### src/rtl/ysyx_22050019_pkg.sv
// Shared definitions for the fetch-address generator: reset vector, instruction size
// and fetch FSM state encoding.
package ysyx_22050019_pkg;

  localparam logic [63:0] RESET_PC_DEFAULT   = 64'h0000_0000_8000_0000;
  localparam int unsigned INST_BYTES_DEFAULT = 4;

  typedef enum logic [1:0] {
    StBoot     = 2'd0,
    StRun      = 2'd1,
    StWaitTrap = 2'd2
  } pc_state_e;

endpackage

### src/rtl/ysyx_22050019_npc_mux.sv
// Next-PC priority select (trap > redirect > sequential > hold) plus flush and
// misaligned-redirect decode. Purely combinational; all state lives in the parent.
module ysyx_22050019_npc_mux
  import ysyx_22050019_pkg::*;
#(
  parameter int unsigned INST_BYTES = INST_BYTES_DEFAULT
) (
  input  pc_state_e   state_i,
  input  logic [63:0] pc_i,
  input  logic        fire_i,
  input  logic        redirect_valid_i,
  input  logic [63:0] redirect_pc_i,
  input  logic        trap_valid_i,
  input  logic [63:0] trap_pc_i,
  output logic [63:0] pc_next_o,
  output logic        trap_take_o,
  output logic        flush_o,
  output logic        misalign_o
);

  logic redir_take;

  // Accept decode and priority select of the next fetch PC
  always_comb begin
    trap_take_o = trap_valid_i & (state_i != StBoot);
    // Redirects only matter in RUN and lose to a same-cycle trap
    redir_take  = redirect_valid_i & (state_i == StRun) & ~trap_take_o;
    misalign_o  = redir_take & (redirect_pc_i[1:0] != 2'b00);
    flush_o     = trap_take_o | redir_take;

    pc_next_o = pc_i;
    if (trap_take_o) begin
      // Low bits of mtvec carry the vector mode, not address
      pc_next_o = trap_pc_i & ~64'h3;
    end else if (redir_take) begin
      // A misaligned target parks the PC until the trap handler address arrives
      pc_next_o = misalign_o ? pc_i : redirect_pc_i;
    end else if (fire_i) begin
      pc_next_o = pc_i + 64'(INST_BYTES);
    end
  end

endmodule

### src/rtl/ysyx_22050019_pc_gen.sv
// Fetch-address generator: owns the architectural fetch PC and presents it to the IFU
// with a valid/ready handshake, handling traps, redirects, stalls and misaligned targets.
module ysyx_22050019_pc_gen
  import ysyx_22050019_pkg::*;
#(
  parameter logic [63:0] RESET_PC   = RESET_PC_DEFAULT,
  parameter int unsigned INST_BYTES = INST_BYTES_DEFAULT
) (
  input  logic        clk,
  input  logic        rst_n,
  input  logic        redirect_valid_i,
  input  logic [63:0] redirect_pc_i,
  input  logic        trap_valid_i,
  input  logic [63:0] trap_pc_i,
  input  logic        stall_i,
  input  logic        ifu_ready_i,
  output logic [63:0] inst_addr_o,
  output logic        pc_valid_o,
  output logic        flush_o,
  output logic        misalign_o,
  output logic [63:0] misalign_pc_o
);

  pc_state_e   state_q, state_d;
  logic [63:0] pc_q, pc_d;
  logic        misalign_q;
  logic [63:0] misalign_pc_q;
  logic        fire;
  logic        trap_take;
  logic        flush_raw;
  logic        misalign_det;

  ysyx_22050019_npc_mux #(
    .INST_BYTES (INST_BYTES)
  ) u_npc_mux (
    .state_i          (state_q),
    .pc_i             (pc_q),
    .fire_i           (fire),
    .redirect_valid_i (redirect_valid_i),
    .redirect_pc_i    (redirect_pc_i),
    .trap_valid_i     (trap_valid_i),
    .trap_pc_i        (trap_pc_i),
    .pc_next_o        (pc_d),
    .trap_take_o      (trap_take),
    .flush_o          (flush_raw),
    .misalign_o       (misalign_det)
  );

  // FSM state register; rst_n is active-high despite its name
  always_ff @(posedge clk) begin
    if (rst_n) begin
      state_q <= StBoot;
    end else begin
      state_q <= state_d;
    end
  end

  // FSM next state: BOOT lasts one cycle, misaligned redirect parks until a trap
  always_comb begin
    state_d = state_q;
    unique case (state_q)
      StBoot:     state_d = StRun;
      StRun:      if (!trap_take && misalign_det) state_d = StWaitTrap;
      StWaitTrap: if (trap_take) state_d = StRun;
      default:    state_d = StBoot;
    endcase
  end

  // FSM outputs and handshake decode
  always_comb begin
    pc_valid_o    = (state_q == StRun);
    fire          = pc_valid_o & ifu_ready_i & ~stall_i;
    // Reset in the same cycle must not kill anything downstream
    flush_o       = flush_raw & ~rst_n;
    inst_addr_o   = pc_q;
    misalign_o    = misalign_q;
    misalign_pc_o = misalign_pc_q;
  end

  // PC and misalign report registers
  always_ff @(posedge clk) begin
    if (rst_n) begin
      pc_q          <= RESET_PC;
      misalign_q    <= 1'b0;
      misalign_pc_q <= 64'h0;
    end else begin
      pc_q       <= pc_d;
      misalign_q <= misalign_det;
      if (misalign_det) begin
        misalign_pc_q <= redirect_pc_i;
      end
    end
  end

endmodule

### config.mk
export PLATFORM = sky130hd
export DESIGN_NAME = ysyx_22050019_pc_gen
export DESIGN_NICKNAME = d
export VERILOG_FILES = /design/src/rtl/ysyx_22050019_pkg.sv /design/src/rtl/ysyx_22050019_npc_mux.sv /design/src/rtl/ysyx_22050019_pc_gen.sv
export SDC_FILE = /design/constraint.sdc
export NUM_CORES = 1
export LEC_CHECK = 0
export ABC_AREA = 1
export CAP_MARGIN = 20
export CORE_ASPECT_RATIO = 1.2
export CORE_MARGIN = 2
export CORE_UTILIZATION = 51
export CTS_CLUSTER_SIZE = 16
export DETAILED_ROUTE_END_ITERATION = 16
export HOLD_SLACK_MARGIN = 0.03
export PLACE_DENSITY = 0.88
export SYNTH_ARGS = -nofsm -noshare
export SYNTH_HDL_FRONTEND = slang
export SYNTH_HIERARCHICAL = 1
export SYNTH_SLANG_ARGS = --single-unit
### constraint.sdc
create_clock -name clk -period 4.9 [get_ports clk]
set_clock_uncertainty 0.15 [all_clocks]
set_input_delay 1.225 -clock clk [delete_from_list [all_inputs] [get_ports clk]]
set_output_delay 1.225 -clock clk [all_outputs]
set_load 0.01 [all_outputs]
==> metrics.cfg <==
[run_status]
outcome=finished, final reports clean

[sta]
fin_crit_sh=0.841
worst_pin_slew_ps=936
slew_violations=0
fmax_mhz=243
relSlewSlack=0.375
grt_setup_unrepaired=false
tns_ps=0
setup_viol=0
finalHoldViolCount=0
hold_ws_ps=334
min_period_ps=4120

[cells_and_area]
final_layout_size_suffix_gt1_frac=0.0752
diodes=0
area.growth.synth_to_final_pct=40.0
final_nets=1639
nFillCells=1298
final_cell_mix=311 x nor2_1, 261 x clkdlybuf4s50_1, 182 x nand2_1
layout_commonest_cell=nor2_1
final_cell_area_um2=11200

[cts]
cts_max_level=4
cts_buffers=17
cts_root_buf=clkbuf_16
clk_latency_ps=420
cts.sinks=131
cts.path.max_buffers=2
post-cts-setup-buffers=0
postCtsHoldBufs=0
cts_tree=built
cts_resized=0
clk_pin_slew_ps=60

[global_route]
grt-ovfl-total=0
grt_pass1_vias=8954
antenna_found_initial=0
grtUsageTotal=0.328
grt_max_degree=68
grt_pass1_wl_um=44500

[synthesis]
synth_area_leaders=dfxtp_1 33%, nor2_1 15%, nand2_1 8.5%
synthSimpleGateAreaFrac=0.373
syn_nets=1407
ys_async_sr_fraction=0
synth_top_area_share=0.328
syn_area_per_cell_um2=6.29
syn_inst=1272
syn_area_um2=8000
synth_enable_flop_cells=0
ys_types=39
synth_top_family_by_area=simple AND/OR/NAND/NOR gates
synth_ff_type=dfxtp_1
ys_seq_area_frac=0.328
synth_compound_area_frac=0.166
synth_seq_cells=131
yosysWarnings=6
synth_area_leader_cell=dfxtp_1
synth_adder_area_share=0.00156
synth_mux_area_frac=0
synth_xor_area_frac=0.00986

[route]
remaining_drc_errors=0
vias=9408
drt-initial-drc-count=883
final_antenna_net_count=0
viasPerCell=5.46
post_drt_wl_per_cell_um=16.2
first_pass_iters=5
wirelength_um=27900

[floorplan]
die_h_um=141
floorplan.initialDensity=0.517
io_pins=265
coreArea_um2=15500
rows=50
fp.dieW_um=118
dieArea_um2=16700

[worst_setup_path]
cp-start-kind=input pin
cp_max_fo=2
cp_top_family=buffers and inverters
crit_chain=clkdlybuf4s50_1 -> inv_1 -> a21oi_4 -> inv_2 -> nand2_1 -> inv_1 -> nor2_1 -> clkdlybuf4s50_1
crit_type=in -> out
crit_slowest_cell=clkdlybuf4s50_1
end_kind=output pin
path_buf_inv=5
cpPeakStageDelay_ps=620
cp.arrival_ps=2740
crit_required_ps=3520

[pwr]
p_leak_nw=4.49
powerDensity_nw_per_um2=273
peakVddDrop_v=0.000199

[placed_design]
port_buffers=262
dp_hpwl_um=19800
gp_congestion=0.980
dpl_cell_area_um2=10700

[min_path]
hold_class=reg -> reg

[job]
maxCapViolCount=0

-- worst reg2reg max path: stages, from the launching register on --
cell and delay, ps:
dfxtp_1 410, inv_1 80, nor2_1 170, nand2_1 70, nor2_1 280, inv_4 110, nor2_2 210, nand3_1 210
inv_1 120, nand2_2 80, inv_1 220, nand3_1 110, nand2_1 80, nand3_1 70, a21oi_1 170, inv_1 60
nor2_1 70
-- report_power, final --
group | internal [mW] | switching, mW | leakage (nW)
Sequential | 1.14 | 0.102 | 1.07
Combinational | 0.333 | 0.318 | 3.16
Clock | 0.690 | 0.479 | 0.256
Total | 2.16 | 0.899 | 4.49
-- final timing paths --
path | from | endpoint | slack [ps] | cells after the start
worst min-delay path | misalign_pc_o[53] | misalign_pc_o[53] | 330 | 2
worst min register to register | misalign_pc_o[53] | misalign_pc_o[53] | 330 | 2
worst max-delay path | trap_valid_i | flush_o | 780 | 8
worst max register to register | state_q[0] | inst_addr_o[49] | 2170 | 16
-- Yosys cell counts (2+ instances only) --
cell type and n:
nand2_1 182, a31oi_1 19, buf_1 3, nand2_2 11, buf_6 8, nor2_4 8
nor2_1 311, nor3_2 3, xor2_1 6, xnor2_1 3, clkbuf_1 19, a21oi_1 70
clkbuf_2 4, nand4_1 17, nand3_2 4, buf_2 26, nor3_1 12, a221oi_1 42
nor2_2 33, or2_2 4, o21ai_1 8, o211ai_1 2, nand3_1 85, o21ai_0 75
o21bai_1 6, inv_2 4, nand3b_1 3, inv_1 163, dfxtp_1 131
-- through the flow --
step	cells	util	setup WS [ps]	power, mW
5_1_grt	1724	0.725	722	3.19
6_report	1724	0.725	781	3.06
3_3_place_gp	1693	0.690	807	1.88
2_1_floorplan	1272	-	1300	1.55
3_5_place_dp	1693	0.690	798	1.90
4_1_cts	1724	0.725	764	3.07
-- registers in the layout, indices dropped and copies added, names as in the netlist --
name           cells
state_q            2
misalign_pc_o     64
inst_addr_o       64
misalign_o         1
-- cell type report --
type                       count  area, um^2  share of cell area
multi-input combinational    912        4420               0.395
timing repair buffer         274        2730               0.244
inverter                     168         633              0.0565
clock buffer                  21         440              0.0393
sequential                   131        2620               0.234
tap                          208         260              0.0232
clock inverter                10        87.6             0.00782
-- logic make-up (layout without fill, tap and decap cells) --
| group | count (synthesis) | after routing |
|---|---|---|
| AND/OR/NAND/NOR | 678 | 678 |
| XOR/XNOR | 9 | 9 |
| flip-flops | 131 | 131 |
| AO/OA/AOI/OAI | 224 | 224 |
| buffers and inverters | 229 | 473 |
| adder cells (fa/ha/maj) | 1 | 1 |
-- metal layers --
metal,wire length [um],vias to the layer above,GRT usage
li1,-,4580,-
met1,11000,4301,0.390
met2,13600,453,0.566
met3,2160,74,0.0599
met4,1050,0,0.166
met5,0,-,0
(Power assumes the default switching activity.)
